### config.mk
export PLATFORM = sky130hd
export DESIGN_NAME = inst_fetch
export DESIGN_NICKNAME = d
export VERILOG_FILES = /design/src/rtl/mips_defs.sv /design/src/rtl/pc_reg.sv /design/src/rtl/inst_fetch.sv
export SDC_FILE = /design/constraint.sdc
export NUM_CORES = 1
export LEC_CHECK = 0
export ABC_AREA = 1
export BUFFER_PORTS_ARGS = -buffer_cell sky130_fd_sc_hd__buf_2
export CORE_ASPECT_RATIO = 1.25
export CORE_MARGIN = 5
export CORE_UTILIZATION = 46
export CTS_CLUSTER_DIAMETER = 50
export CTS_CLUSTER_SIZE = 24
export DETAILED_ROUTE_END_ITERATION = 16
export PLACE_DENSITY_LB_ADDON = 0.2
export SLEW_MARGIN = 0
export SYNTH_ARGS = -nofsm -noshare
export SYNTH_HDL_FRONTEND = slang
export SYNTH_SLANG_ARGS = --single-unit
### constraint.sdc
create_clock -name clk -period 1.5 [get_ports clk]
set_input_delay 0.375 -clock clk [delete_from_list [all_inputs] [get_ports clk]]
set_output_delay 0.375 -clock clk [all_outputs]
set_load 0.01 [all_outputs]
### src/rtl/mips_defs.sv
// Shared MIPS32 definitions for the fetch stage.
//   INST_NOP  : all-zero instruction (sll $0,$0,0)
//   RESET_PC  : default PC after reset
//   INST_W    : instruction / PC width
//   PC_INC    : sequential PC step
//   ce_state_t: ROM chip-enable FSM states
//   bswap32   : reverse byte order of a 32-bit word
package mips_defs;

  localparam int          INST_W   = 32;
  localparam logic [31:0] INST_NOP = 32'h0000_0000;
  localparam logic [31:0] RESET_PC = 32'h0000_0000;
  localparam logic [31:0] PC_INC   = 32'd4;

  typedef enum logic {
    CE_IDLE = 1'b0,
    CE_RUN  = 1'b1
  } ce_state_t;

  function automatic logic [31:0] bswap32(input logic [31:0] d);
    return {d[7:0], d[15:8], d[23:16], d[31:24]};
  endfunction

endpackage

### src/rtl/pc_reg.sv
// Program counter, ROM chip-enable FSM and next-PC selection.
//   clk, rst       : clock, synchronous active-high reset
//   stall          : hold the PC
//   flush          : advance/redirect even when stalled (flush beats stall)
//   branch_flag    : redirect to branch_target instead of pc+4
//   branch_target  : redirect address, low two bits dropped
//   pc             : current PC (always word aligned)
//   run            : FSM is in RUN, i.e. the ROM chip-enable
module pc_reg
  import mips_defs::*;
#(
  parameter logic [31:0] RESET_PC_VAL = RESET_PC
) (
  input  logic        clk,
  input  logic        rst,
  input  logic        stall,
  input  logic        flush,
  input  logic        branch_flag,
  input  logic [31:0] branch_target,
  output logic [31:0] pc,
  output logic        run
);

  ce_state_t   state_reg, state_next;
  logic [31:0] pc_reg, pc_next;
  logic [31:0] target_aligned;

  // Misaligned targets are silently forced onto a word boundary.
  assign target_aligned = {branch_target[31:2], 2'b00};

  logic unused_target_bits;
  assign unused_target_bits = ^branch_target[1:0];

  always_ff @(posedge clk) begin
    if (rst) begin
      state_reg <= CE_IDLE;
      pc_reg    <= RESET_PC_VAL;
    end else begin
      state_reg <= state_next;
      pc_reg    <= pc_next;
    end
  end

  always_comb begin
    state_next = state_reg;
    pc_next    = pc_reg;
    case (state_reg)
      // The PC keeps its reset value for the cycle that enables the ROM.
      CE_IDLE: state_next = CE_RUN;
      CE_RUN: begin
        // Flush still moves the PC; a plain stall freezes it and drops
        // any branch request (the requester keeps it asserted).
        if (flush || !stall) begin
          pc_next = branch_flag ? target_aligned : pc_reg + PC_INC;
        end
      end
      default: state_next = CE_IDLE;
    endcase
  end

  assign pc  = pc_reg;
  assign run = (state_reg == CE_RUN);

endmodule

### src/rtl/inst_fetch.sv
// MIPS32 instruction-fetch stage: drives the instruction ROM and fills the
// IF/ID pipeline latch.
//   clk, rst       : clock, synchronous active-high reset
//   stall, flush   : hold / kill the IF/ID latch
//   branch_flag    : redirect the PC to branch_target
//   branch_target  : redirect address (bits [1:0] ignored)
//   rom_ce         : ROM chip-enable
//   rom_addr       : ROM word address = pc[ADDR_W+1:2] (driven even when ce=0)
//   rom_data       : combinational ROM data, little-endian byte order
//   if_pc/if_inst  : latched PC and instruction
//   if_valid       : latch holds a live instruction
module inst_fetch
  import mips_defs::*;
#(
  parameter int          ADDR_W   = 5,
  parameter logic [31:0] RESET_PC = mips_defs::RESET_PC,
  parameter int          BSWAP    = 1
) (
  input  logic              clk,
  input  logic              rst,
  input  logic              stall,
  input  logic              flush,
  input  logic              branch_flag,
  input  logic [31:0]       branch_target,
  output logic              rom_ce,
  output logic [ADDR_W-1:0] rom_addr,
  input  logic [31:0]       rom_data,
  output logic [31:0]       if_pc,
  output logic [31:0]       if_inst,
  output logic              if_valid
);

  logic [31:0]       pc;
  logic              run;
  logic [INST_W-1:0] inst_w;

  logic [31:0] if_pc_reg;
  logic [31:0] if_inst_reg;
  logic        if_valid_reg;

  pc_reg #(
    .RESET_PC_VAL(RESET_PC)
  ) u_pc_reg (
    .clk          (clk),
    .rst          (rst),
    .stall        (stall),
    .flush        (flush),
    .branch_flag  (branch_flag),
    .branch_target(branch_target),
    .pc           (pc),
    .run          (run)
  );

  assign rom_ce   = run;
  assign rom_addr = pc[ADDR_W+1:2];
  assign inst_w   = (BSWAP != 0) ? bswap32(rom_data) : rom_data;

  // The word fetched alongside a taken branch is its delay slot, so it is
  // latched like any other fetch.
  always_ff @(posedge clk) begin
    if (rst) begin
      if_pc_reg    <= 32'h0;
      if_inst_reg  <= INST_NOP;
      if_valid_reg <= 1'b0;
    end else if (run) begin
      if (flush) begin
        if_pc_reg    <= 32'h0;
        if_inst_reg  <= INST_NOP;
        if_valid_reg <= 1'b0;
      end else if (!stall) begin
        if_pc_reg    <= pc;
        if_inst_reg  <= inst_w;
        if_valid_reg <= 1'b1;
      end
    end
  end

  assign if_pc    = if_pc_reg;
  assign if_inst  = if_inst_reg;
  assign if_valid = if_valid_reg;

endmodule

==> qor.csv <==
metric,value,unit
CTS H-tree lvls,3,
number of remaining DRC errors,0,
gp weighted congestion,0.857,
CTS Hold Bufs,0,
WL/cell,13.8,um
CP max-delay cell,dfxtp_2,
fin crit period,1480,ps
final setup margin,24.3,ps
"Hold Vio Cnt, Final",0,
Placed Area,5530,sq um
"Reg clk slew, reported paths",70,ps
Ys Warns,0,
Syn Inst Count,676,
CTS Buffer Depth,2,
Iteration-0 DRC Markers,252,
Place WS,-12.4,ps
most frequent cell on the critical path,nand2_1,
top sig layer,met4,
Worst Path Max Fanout,7,
Total GRT Usage,21.8,%
R2R cell count,10,
global-route wire length before repair,21500,um
Worst setup SP type,register,
Die ar.,11900,sq um
Initial Util,46.9,%
CP Depth,10,
Final #Nets,893,
critical path's top delay family,simple AND/OR/NAND/NOR gates,
worst slew pin tran,317,ps
vias in the first global route,4628,
Root Driver,clkbuf_16,
met3 wire len,826,um
Max-Cap Viols,0,
sequential fraction of the synthesis area,42.2,%
antenna cells,0,
CP Class,reg2reg,
Num CTS Buffers,9,
status,"complete, no violations",
Largest register FFs,32,
post-route ant nets,0,
post-route cell area,6030,sq um
crit path DAT,1700,ps
Post-Syn Area,4500,sq um
Slew HR,78.8,%
VDD IR max,0.745,mV
clock latency on the worst-skew pair,340,ps
Max stage delay on crit path,370,ps
CTS tree,done,
Clock Sinks,95,
path type of the worst min-delay path,in2reg,
vias post-DR,4920,
Die W,98.5,um
RSZ-0062 raised after global routing,true,
Buf/Inv on CP,1,
Pre-Repair DR Iteration Count,5,
Port Buf Inserts,137,
share of cells above drive strength 1,30.9,%
Detailed Place HPWL,9350,um
count of cell types in the netlist,26,
synthesis-to-layout area growth,34.0,%
"Net Count, Synth",746,
Pwr Density,948,nW/um^2
core area,9610,sq um
clk_skew,6.51,ps
Synth Register Bits,95,
DR WL met2,6700,um
FP Rows,40,
"Remaining Overflow, GRT",0,
Tcrit/Tclk final,98.4,%
max-slew violation count,0,
TNS Setup,0,ps
Post-Route M1 WL,5370,um
Total Routed Length,13200,um
I/O Pins,140,
crit-path cells,buf_6 -> nand2_4 -> nor2_4 -> nand2_4 -> nor2_4 -> nand2_1 -> nand2_1 -> nand3_1 -> nand2_1 -> a21oi_2,
initial antenna violation count,0,
Required @ worst endpoint,1730,ps
Max Clock Freq,678,MHz
Final Setup Violations,0,
Setup crit end kind,register,
Total Power,5720,uW
largest net degree at the start of global routing,60,
die height,121,um
worst hold stages,3,
leakage,0.00250,uW
mean area per synthesized cell,6.66,sq um
via/cell ratio,5.16,
synthesized netlist by cell type:
cell / number / share of area, %
buf_6: 1 / 0.25
dfxtp_1: 95 / 42
buf_4: 11 / 1.8
nor2_2: 5 / 0.69
or2_0: 1 / 0.14
clkbuf_1: 28 / 2.3
nor2_4: 4 / 1.0
a221oi_1: 1 / 0.19
buf_1: 1 / 0.083
inv_2: 3 / 0.25
nor2_1: 59 / 4.9
o31ai_1: 4 / 0.67
inv_1: 27 / 2.3
a22o_1: 1 / 0.19
ha_1: 1 / 0.28
nand2_1: 210 / 18
o21ai_0: 26 / 2.9
and2_1: 1 / 0.14
nor3_1: 1 / 0.11
a21boi_2: 1 / 0.25
a31oi_1: 1 / 0.14
a21oi_1: 95 / 11
nand2_2: 1 / 0.14
buf_2: 7 / 0.78
nand3b_1: 1 / 0.17
nand3_1: 90 / 10
placed cells by master (no fill, tap or decap), types with 4 or more instances in the layout:
master	n
nand2_1	200
buf_2	137
a21oi_1	92
nand3_1	89
dfxtp_1	81
nor2_1	45
buf_4	37
inv_1	27
o21ai_0	22
dfxtp_2	14
nor2_2	12
nor2_4	11
clkbuf_16	9
nand2_2	8
buf_12	8
o31ai_1	4
o21ai_1	4
where the power goes:
group	total (uW)	internal (uW)	switching (uW)
Combinational	722	308	413
Sequential	2680	2610	70.8
Clock	2310	1340	972
Total	5720	4260	1460
repair_timing:
item	4_1_cts	5_1_grt
buffers inserted	0	5
gates resized for setup	6	54
setup endpoints to repair	11	26
pin swaps	1	11
area by class of cell:
class                   instances  area [sq um]
flip-flops and latches         95          1920
multi-input cells             503          2400
repair buffers                184          1150
clock inverters                 5          57.6
clock buffers                  11           243
fillers                       919          3580
inverters                      30           113
well taps                     126           158
layer usage:
layer | vias to the layer above | GRT usage [%]
met1 | 2255 | 25.5
met3 | 24 | 6.29
met5 | - | 0
met2 | 143 | 37.6
met4 | 0 | 8.11
li1 | 2498 | -
kinds of logic (layout without fill, tap and decap cells):
family          count (synthesis)  count (layout)  share of synthesized area (%)
buf+inv                        78             230                           7.78
simple gates                  373             373                           34.8
fa+ha+maj                       1               1                          0.278
compound gates                129             129                           14.9
flops                          95              95                           42.2
tightest hold or removal path: cells and delay by family:
kind | cells | cell delay, ps
buffers and inverters | 1 | 90
and+or+nand+nor | 1 | 70
AOI/OAI and AO/OA | 1 | 50
stage by stage:
| step | util [%] | cells | hold slack, ps |
|---|---|---|---|
| after floorplan | - | 676 | 469 |
| after global placement | 57.6 | 933 | 446 |
| after detailed placement | 57.6 | 933 | 446 |
| after CTS | 60.9 | 949 | 287 |
| after global routing | 62.8 | 954 | 296 |
| final | 62.8 | 954 | 297 |
path summary, 6_finish.rpt:
check | start | end | slack [ps]
worst min register to register | if_pc[13]$_SDFFE_PP0P_ | if_pc[13]$_SDFFE_PP0P_ | 460
worst max register to register | u_pc_reg.pc[2]$_SDFFE_PP0P_ | u_pc_reg.pc[31]$_SDFFE_PP0P_ | 20
worst max-delay path | u_pc_reg.pc[2]$_SDFFE_PP0P_ | u_pc_reg.pc[31]$_SDFFE_PP0P_ | 20
worst min-delay path | rom_data[27] | if_inst[3]$_SDFFE_PP0P_ | 300
No activity file was read; power rests on OpenSTA's default activity.
